[config.mk]
export PLATFORM = sky130hd
export DESIGN_NAME = sync_fifo_ctl
export DESIGN_NICKNAME = d
export VERILOG_FILES = /design/src/rtl/sync_fifo_ctl.sv
export SDC_FILE = /design/constraint.sdc
export NUM_CORES = 1
export LEC_CHECK = 0
export ABC_AREA = 1
export BUFFER_PORTS_ARGS = -buffer_cell sky130_fd_sc_hd__buf_2
export CAP_MARGIN = 30
export CORE_ASPECT_RATIO = 2
export CORE_MARGIN = 8
export CORE_UTILIZATION = 36
export CTS_CLUSTER_DIAMETER = 60
export DETAILED_ROUTE_END_ITERATION = 10
export GPL_ROUTABILITY_DRIVEN = 1
export PLACE_DENSITY_LB_ADDON = 0.3
export SYNTH_ARGS = -nofsm -noshare
export SYNTH_HDL_FRONTEND = slang
export SYNTH_SLANG_ARGS = --single-unit
[constraint.sdc]
create_clock -name clk -period 2.7 [get_ports clk]
set_clock_uncertainty 0.15 [all_clocks]
set_input_delay 0.27 -clock clk [delete_from_list [all_inputs] [get_ports clk]]
set_output_delay 0.27 -clock clk [all_outputs]
set_load 0.05 [all_outputs]
[src/rtl/sync_fifo_ctl.sv]
// sync_fifo_ctl: single-clock FIFO with fill level, almost-full/almost-empty
// thresholds and sticky overflow/underflow flags.
//
// Optional build macro: SYNC_FIFO_FWFT_EN selects first-word-fall-through, where
// r_data always shows the head word. Left undefined, r_data is a registered read
// with one cycle of latency after an accepted r_en.
//
// Ports:
//   clk, rst_n    clock (rising edge) and asynchronous active-low reset
//   w_en, w_data  write request and data; rejected while full
//   r_en, r_data  read request and data; rejected while empty
//   full, empty, almost_full, almost_empty, level
//                 registered status, all derived from the updated level
//   overflow, underflow
//                 sticky error flags: write while full / read while empty
//   clr_err       synchronous clear of both error flags; a same-edge set wins
module sync_fifo_ctl #(
  parameter int unsigned WIDTH     = 32,
  parameter int unsigned DEPTH     = 16,
  parameter int unsigned AF_THRESH = DEPTH - 2,
  parameter int unsigned AE_THRESH = 2
) (
  input  logic                       clk,
  input  logic                       rst_n,
  input  logic                       w_en,
  input  logic [WIDTH-1:0]           w_data,
  input  logic                       r_en,
  output logic [WIDTH-1:0]           r_data,
  output logic                       full,
  output logic                       empty,
  output logic                       almost_full,
  output logic                       almost_empty,
  output logic [$clog2(DEPTH):0]     level,
  output logic                       overflow,
  output logic                       underflow,
  input  logic                       clr_err
);

  localparam int unsigned PW = $clog2(DEPTH);
  localparam int unsigned LW = PW + 1;

  localparam logic [LW-1:0] LvlFull = LW'(DEPTH);
  localparam logic [LW-1:0] LvlAf   = LW'(AF_THRESH);
  localparam logic [LW-1:0] LvlAe   = LW'(AE_THRESH);
  localparam logic [PW-1:0] PtrOne  = PW'(1);
  localparam logic [LW-1:0] LvlOne  = LW'(1);

  logic [WIDTH-1:0] mem_q [DEPTH];

  logic [PW-1:0]    wptr_q, wptr_d;
  logic [PW-1:0]    rptr_q, rptr_d;
  logic [LW-1:0]    level_q, level_d;
  logic [WIDTH-1:0] r_data_q, r_data_d;
  logic             full_q, empty_q, af_q, ae_q;
  logic             overflow_q, overflow_d;
  logic             underflow_q, underflow_d;
  logic             wr_acc, rd_acc;

  always_comb begin
    // Accept decisions use the flags registered before this edge.
    wr_acc = w_en & ~full_q;
    rd_acc = r_en & ~empty_q;

    wptr_d = wr_acc ? wptr_q + PtrOne : wptr_q;
    rptr_d = rd_acc ? rptr_q + PtrOne : rptr_q;

    level_d = level_q;
    unique case ({wr_acc, rd_acc})
      2'b10:   level_d = level_q + LvlOne;
      2'b01:   level_d = level_q - LvlOne;
      default: level_d = level_q;
    endcase

`ifdef SYNC_FIFO_FWFT_EN
    // Register the head word for the next cycle. When the new head is the word
    // being written right now, memory does not hold it yet, so bypass w_data.
    r_data_d = r_data_q;
    if (level_d != '0) begin
      if (wr_acc && (wptr_q == rptr_d)) begin
        r_data_d = w_data;
      end else begin
        r_data_d = mem_q[rptr_d];
      end
    end
`else
    r_data_d = rd_acc ? mem_q[rptr_q] : r_data_q;
`endif

    // Set takes priority over clear on the same edge.
    overflow_d  = (w_en & full_q)  | (overflow_q  & ~clr_err);
    underflow_d = (r_en & empty_q) | (underflow_q & ~clr_err);
  end

  always_ff @(posedge clk or negedge rst_n) begin
    if (!rst_n) begin
      wptr_q      <= '0;
      rptr_q      <= '0;
      level_q     <= '0;
      r_data_q    <= '0;
      full_q      <= 1'b0;
      empty_q     <= 1'b1;
      af_q        <= 1'b0;
      ae_q        <= 1'b1;
      overflow_q  <= 1'b0;
      underflow_q <= 1'b0;
    end else begin
      wptr_q      <= wptr_d;
      rptr_q      <= rptr_d;
      level_q     <= level_d;
      r_data_q    <= r_data_d;
      full_q      <= (level_d == LvlFull);
      empty_q     <= (level_d == '0);
      af_q        <= (level_d >= LvlAf);
      ae_q        <= (level_d <= LvlAe);
      overflow_q  <= overflow_d;
      underflow_q <= underflow_d;
    end
  end

  // Storage is deliberately not reset.
  always_ff @(posedge clk) begin
    if (wr_acc) begin
      mem_q[wptr_q] <= w_data;
    end
  end

  assign r_data       = r_data_q;
  assign full         = full_q;
  assign empty        = empty_q;
  assign almost_full  = af_q;
  assign almost_empty = ae_q;
  assign level        = level_q;
  assign overflow     = overflow_q;
  assign underflow    = underflow_q;

endmodule

==> flow_summary.yaml, run 1 <==
drt:
  route.vias.total: 14297
  number_of_nets_still_failing_antenna_checks_after_routing: 0
  met3WireLength_um: 2530
  route.final.wire_length_um: 58400
  wl_met1_um: 23100
  wl_per_cell_um: 21.0
  drt_pass1_iterations: 5
  avgViaCountPerCell: 5.14
  top_layer_used: "met5"
  drtIter0Drc: 966
  met2_wl_post_dr_um: 30900
  remaining_routing_drc_violations: 0
timing:
  rsz0062_at_grt: "no"
  worst_case_setup_margin_in_the_final_layout_ns: 0.387
  timing_max_transition_violations_final: 0
  hold_violations: 0
  tightestPinTransition_ns: 0.939
  timing.final.crit_share_pct: 85.7
  max_freq_mhz: 432
  slew_headroom_pct: 37.4
  setup_viol_count_final: 0
  finalWorstPathRequiredPeriod_ns: 2.31
synth:
  synth_area_sq_um: 22400
  yosysWarningCount: 0
  netlist.area_leader.share_pct: 68.6
  yosysSeqAreaShare_pct: 74.3
  syn_area_per_cell_sq_um: 12.3
  synthTopCellsByArea: "sky130_fd_sc_hd__edfxtp_1, sky130_fd_sc_hd__nand2_1, sky130_fd_sc_hd__dfrtp_1, sky130_fd_sc_hd__nor2_1, sky130_fd_sc_hd__a21oi_1"
  postSynthCellCount: 1827
  synth_fp_nets: 1873
  postSynthRegisterBits: 563
  netlist-cell-type-count: 28
  netlist.top_cell.by_area: "sky130_fd_sc_hd__edfxtp_1"
clock_tree:
  numCtsBuffers: 48
  cts_max_path_buffers: 3
  cts.clk_slew.worst_paths_ns: 0.07
  cts_tree: "yes"
  cts.htree.levels: 2
  cts_num_sinks: 563
  clk-insertion-delay-late_ns: 0.59
  cts-root-buf: "sky130_fd_sc_hd__clkbuf_16"
  post_cts.resized_instances: 0
power_and_ir_drop:
  switching_share_pct: 38.0
  cellPowerDensity_nw_per_um2: 1100
  intPower_w: 0.0178
  pwr-share-clk_pct: 25.6
  power.share.sequential_pct: 39.0
  static-leakage-power_nw: 9.50
  max-vdd-ir-drop_uv: 615
  power_switching_w: 0.0109
  comb_power_share_pct: 35.4
  report.power.total_w: 0.0287
worst_hold_path:
  hold-path-endpoint: "wptr_q[0]$_DFFE_PN0P_"
  hp-class: "input port to flip-flop"
  hp-start: "w_en"
  min_path_cells: 5
placement:
  detailedPlace.worstSlack_ns: 0.377
  port_buffers: 79
  globalplace.congestion: 0.788
  place.detailed.instances: 2655
  place_hpwl_um: 34400
final_layout:
  syn2layout_area_growth_pct: 16.8
  final-instance-count-excl-fill: 2780
  diodes: 0
  final_net_count: 2001
  layout-drive-gt1-share_pct: 13.7
  fillerInstances: 5660
worst_setup_path:
  timing.critical_path.to_type: "flip-flop"
  worst-r2r-cell-count: 16
  crit_path_start_kind: "flip-flop"
  timing.critical_path.cells: "nor2_1 -> inv_1 -> ha_1 -> nand2_1 -> inv_1 -> nor2_1 -> ha_1 -> inv_1 -> nand2_1 -> inv_1 -> nand2_1 -> nand3_1 -> nand2_1 -> nor2_1 -> nand3_1 -> nor2_1"
  critical_path.max_fanout: 7
  r2r_slack_ns: 0.39
  worstSetupPathType: "flip-flop to flip-flop"
  worstPathArrival_ns: 2.63
  r2r_end: "full$_DFF_PN0_"
  worstReg2RegStart: "full$_DFF_PN0_"
  worst_path_max_delay_cell: "sky130_fd_sc_hd__dfrtp_1"
  critical_path_required_ns: 3.01
  cp_slowest_stage_delay_ns: 0.39
die:
  effective_utilization_at_floorplan_pct: 36.3
  floorplan.die_area_sq_um: 71000
  placeableCoreArea_sq_um: 61800
  top_level_ports: 80
  rows: 129
  dieWidth_um: 192
  die_height_um: 369
run:
  max_cap_viol_count: 0
grt:
  via_count_of_the_first_global_routing_pass: 14459
  antenna_found_initial: 1
  global_route.overflow_total: 0
  grt_start_max_net_pins: 139
  grt_util_all_layers_pct: 16.3
  global_route_wire_length_before_repair_um: 88600
status:
  result_of_the_run: "finished clean"
## through the flow
stage | utilization (%) | hold slack [ns] | area [sq um] | TNS (ns)
global placement | 39.1 | 0.300 | 24200 | 0
finish | 42.4 | 0.0840 | 26200 | 0
detailed placement | 39.1 | 0.308 | 24200 | 0
CTS | 42.4 | 0.0632 | 26200 | 0
floorplan | - | -0.176 | 22400 | -141.47
global route | 42.4 | 0.107 | 26200 | 0
## power groups by stage
stage	sequential (W)	clock [W]	combinational [W]
2_1_floorplan	0.0123	0	0.00590
3_3_place_gp	0.0114	0	0.0101
3_5_place_dp	0.0114	0	0.0102
4_1_cts	0.0112	0.00754	0.0103
5_1_grt	0.0113	0.00783	0.0112
6_report	0.0112	0.00736	0.0102
## flip-flops by register name, summed over array words and instances, names as in the netlist, 4 cells and up
signal and flops:
mem_q 512, level 5, rptr_q 4, r_data 32
wptr_q 4
## cell type report
cell class,count,area [sq um],area share [%]
Clock buffer,58,1270,4.85
Clock inverter,31,387,1.48
Inverter,60,230,0.879
Multi-Input combinational cell,1100,5120,19.5
Sequential cell,563,16700,63.6
Tap cell,786,983,3.75
Timing Repair Buffer,182,1550,5.91
## synth_stat cells
cell and number:
sky130_fd_sc_hd__buf_1 5, sky130_fd_sc_hd__nand2_1 457, sky130_fd_sc_hd__xor2_1 7, sky130_fd_sc_hd__inv_2 1, sky130_fd_sc_hd__nor3_1 12, sky130_fd_sc_hd__edfxtp_1 512
sky130_fd_sc_hd__o22ai_1 64, sky130_fd_sc_hd__nand4_1 1, sky130_fd_sc_hd__o21a_1 1, sky130_fd_sc_hd__clkbuf_1 47, sky130_fd_sc_hd__nor2_1 187, sky130_fd_sc_hd__nand3_1 44
sky130_fd_sc_hd__buf_2 26, sky130_fd_sc_hd__o21bai_1 1, sky130_fd_sc_hd__buf_6 8, sky130_fd_sc_hd__a21oi_1 129, sky130_fd_sc_hd__xnor2_1 1, sky130_fd_sc_hd__dfrtp_1 49
sky130_fd_sc_hd__buf_4 18, sky130_fd_sc_hd__or2_2 2, sky130_fd_sc_hd__clkinv_1 1, sky130_fd_sc_hd__inv_4 1, sky130_fd_sc_hd__o21ai_0 108, sky130_fd_sc_hd__inv_1 57
sky130_fd_sc_hd__dfstp_2 2, sky130_fd_sc_hd__nor3_2 21, sky130_fd_sc_hd__ha_1 9, sky130_fd_sc_hd__o21ai_1 56
## worst max-delay path by stage
| stage | end | startpoint | slack (ns) | depth (start not counted) |
|---|---|---|---|---|
| floorplan | mem_q[11][0]$_DFFE_PP_ | full$_DFF_PN0_ | -0.44 | 3 |
| global placement | full$_DFF_PN0_ | w_en | 0.36 | 17 |
| detailed placement | full$_DFF_PN0_ | full$_DFF_PN0_ | 0.38 | 15 |
| CTS | full$_DFF_PN0_ | full$_DFF_PN0_ | 0.36 | 15 |
| global route | full$_DFF_PN0_ | full$_DFF_PN0_ | 0.07 | 15 |
| finish | full$_DFF_PN0_ | full$_DFF_PN0_ | 0.39 | 16 |
## critical path: cells and delay by family (launching register included)
| kind | cells | cell delay (ns) |
|---|---|---|
| adders and majority gates | 2 | 0.47 |
| buffers and inverters | 4 | 0.23 |
| DFF | 1 | 0.39 |
| and+or+nand+nor | 10 | 0.97 |
## timing repair
action,CTS,global route
buffers inserted,0,0
hold buffers,36,0
endpoints found under the hold margin,559,0
## layout by cell type (no fill, tap or decap), drive strengths merged
master	netlist	layout
nor3	33	33
nor2	187	187
nand4	1	1
xor2	7	7
o21ai	164	164
edfxtp	512	512
a21oi	129	129
buf	57	146
inv	59	63
clkbuf	47	58
nand3	44	44
dfstp	2	2
o21a	1	1
o22ai	64	64
xnor2	1	1
o21bai	1	1
or2	2	2
clkinv	1	19
dlygate4sd3	0	36
nand2	457	457
dfrtp	49	49
bufinv	0	9
ha	9	9
## routing by layer
layer  vias to the layer above  global-route usage (%)
li1                       6673                       -
met1                      7173                    19.3
met2                       344                    29.6
met3                       105                    2.06
met4                         2                    5.94
met5                         -                       0
## cell families after synthesis
group / after synthesis / share of synthesized area (%)
DFF: 563 / 74.3
buffers and inverters: 164 / 3.47
adders and majority gates: 9 / 0.502
AOI/OAI and AO/OA: 359 / 8.39
xor gates and xnor gates: 8 / 0.312
and+or+nand+nor: 724 / 13.1
Note: power is estimated with default switching activity, not from simulation.
==> inputs of run 2 (changes only) <==
--- a/config.mk
+++ b/config.mk
@@ -14,7 +14,9 @@
 export CTS_CLUSTER_DIAMETER = 60
 export DETAILED_ROUTE_END_ITERATION = 10
 export GPL_ROUTABILITY_DRIVEN = 1
+export GPL_TIMING_DRIVEN = 0
 export PLACE_DENSITY_LB_ADDON = 0.3
+export SLEW_MARGIN = 20
 export SYNTH_ARGS = -nofsm -noshare
 export SYNTH_HDL_FRONTEND = slang
 export SYNTH_SLANG_ARGS = --single-unit
==> flow_summary.yaml, run 2 (same netlist as run 1, synthesis figures left out) <==
status:
  result_of_the_run: "finished clean"
clock_tree:
  cts-root-buf: "sky130_fd_sc_hd__clkbuf_16"
  clk-insertion-delay-late_ns: 0.59
  cts_tree: "yes"
  cts.clk_slew.worst_paths_ns: 0.07
  cts_max_path_buffers: 3
  numCtsBuffers: 49
  cts_num_sinks: 563
  cts.htree.levels: 2
drt:
  remaining_routing_drc_violations: 0
  route.final.wire_length_um: 65300
  route.vias.total: 14754
  avgViaCountPerCell: 5.19
  number_of_nets_still_failing_antenna_checks_after_routing: 0
  drtIter0Drc: 1146
  wl_per_cell_um: 23.0
  drt_pass1_iterations: 5
worst_setup_path:
  crit_path_start_kind: "flip-flop"
  timing.critical_path.to_type: "flip-flop"
  critical_path.max_fanout: 10
  worstSetupPathType: "flip-flop to flip-flop"
  critical_path_required_ns: 3.02
  worstPathArrival_ns: 2.88
timing:
  setup-tns-final_ns: 0
  timing.final.crit_share_pct: 94.9
  max_freq_mhz: 390
  slew_headroom_pct: 36.9
  finalWorstPathRequiredPeriod_ns: 2.56
  timing_max_transition_violations_final: 0
  setup_viol_count_final: 0
  rsz0062_at_grt: "no"
  hold_violations: 0
  tightestPinTransition_ns: 0.946
grt:
  antenna_found_initial: 0
  via_count_of_the_first_global_routing_pass: 15171
  grt_util_all_layers_pct: 18.2
  grt_start_max_net_pins: 40
  global_route_wire_length_before_repair_um: 94900
  global_route.overflow_total: 0
die:
  effective_utilization_at_floorplan_pct: 36.3
  dieWidth_um: 192
  die_height_um: 369
  top_level_ports: 80
  floorplan.die_area_sq_um: 71000
  rows: 129
  placeableCoreArea_sq_um: 61800
placement:
  port_buffers: 79
  globalplace.congestion: 0.804
  place_hpwl_um: 46200
  placement.cell_area_sq_um: 24400
final_layout:
  final_net_count: 2062
  most_frequent_standard_cell_in_the_layout_excluding_fill_and_tap_cells: "sky130_fd_sc_hd__edfxtp_1"
  syn2layout_area_growth_pct: 18.4
  post_route_cell_area_sq_um: 26500
  fillerInstances: 5633
  largest_register_ffs: 512
  diodes: 0
  top_register: "mem_q"
  layout-drive-gt1-share_pct: 13.7
  layout.cells.most_common_list: "sky130_fd_sc_hd__edfxtp_1, sky130_fd_sc_hd__nand2_1, sky130_fd_sc_hd__nor2_1, sky130_fd_sc_hd__a21oi_1, sky130_fd_sc_hd__o21ai_0"
worst_hold_path:
  hp-class: "input port to async pin"
run:
  max_cap_viol_count: 0
power_and_ir_drop:
  max-vdd-ir-drop_uv: 523
  cellPowerDensity_nw_per_um2: 1120
  static-leakage-power_nw: 9.61
==> run 2: cell count changes in the layout (fill, tap and decap cells not counted), moves of 5 or more <==
cell and change:
sky130_fd_sc_hd__buf_1 +5, sky130_fd_sc_hd__buf_6 +8, sky130_fd_sc_hd__clkbuf_1 +44, sky130_fd_sc_hd__buf_4 -26
sky130_fd_sc_hd__buf_12 -11, sky130_fd_sc_hd__buf_2 +26, sky130_fd_sc_hd__buf_16 +10, sky130_fd_sc_hd__clkbuf_8 +6
==> run 2: timing repair <==
item | CTS | global route
hold buffers | 38 | 0
resized for setup | 11 | 4
setup endpoints to repair | 314 | 9
pin swaps | 1 | 0
hold endpoints to repair | 567 | 0
buffers inserted | 1 | 0
==> run 2: cell type report <==
class	instances	area [sq um]	area share (%)
Sequential cell	563	16700	62.8
Multi-Input combinational cell	1100	5140	19.4
Clock buffer	65	1400	5.27
Timing Repair Buffer	138	1270	4.80
Tap cell	786	983	3.71
Buffer	104	578	2.18
Clock inverter	27	285	1.07
Inverter	60	228	0.858
==> run 2: where the power goes <==
group          total [W]  switching (W)  internal (W)  leakage [nW]
combinational     0.0113        0.00829       0.00303          3.54
clock            0.00735        0.00320       0.00415         0.827
sequential        0.0111       0.000420        0.0107          5.24
==> run 2: per-layer routing <==
metal	GRT usage (%)	share of wire, %	vias up
met1	17.9	34	7295
met5	0	0	-
met2	35.6	56	486
met4	10.1	5.5	0
met3	2.08	4.2	178
li1	-	-	6795
==> run 2: critical path, cell delays in order, from the launching register on <==
cell,delay (ns)
sky130_fd_sc_hd__dfrtp_1,0.43
sky130_fd_sc_hd__nand2_1,0.09
sky130_fd_sc_hd__clkbuf_1,0.65
sky130_fd_sc_hd__buf_2,0.42
sky130_fd_sc_hd__a21oi_1,0.09
sky130_fd_sc_hd__nor3_2,0.26
sky130_fd_sc_hd__nand2_1,0.15
sky130_fd_sc_hd__nand3_1,0.13
sky130_fd_sc_hd__nand2_1,0.06
==> run 2: path summary, 6_finish.rpt <==
kind | from | endpoint | slack [ns] | cells after the start
max | rptr_q[1]$_DFFE_PN0N_ | r_data[23]$_DFFE_PN0N_ | 0.14 | 8
min | rst_n | empty$_DFF_PN1_ | 0.05 | 2
max reg2reg | rptr_q[1]$_DFFE_PN0N_ | r_data[23]$_DFFE_PN0N_ | 0.14 | 8
min reg2reg | r_data[14]$_DFFE_PN0N_ | r_data[14]$_DFFE_PN0N_ | 0.32 | 2
max in group asynchronous | rst_n | r_data[26]$_DFFE_PN0N_ | 1.33 | 3
min in group clk | clr_err | underflow$_DFF_PN0_ | 0.30 | 3
==> run 2: through the flow <==
step	instances	worst slack [ns]	power, W	hold slack [ns]	utilization [%]
after floorplan	1827	-0.444	0.0182	-0.176	-
after global placement	2692	-2.32	0.0221	0.313	38.5
after detailed placement	2712	-1.36	0.0226	0.000605	39.5
after CTS	2843	0.0694	0.0300	0.0381	42.9
after global routing	2843	0.00192	0.0312	0.0413	42.9
final	2843	0.137	0.0298	0.0546	42.9
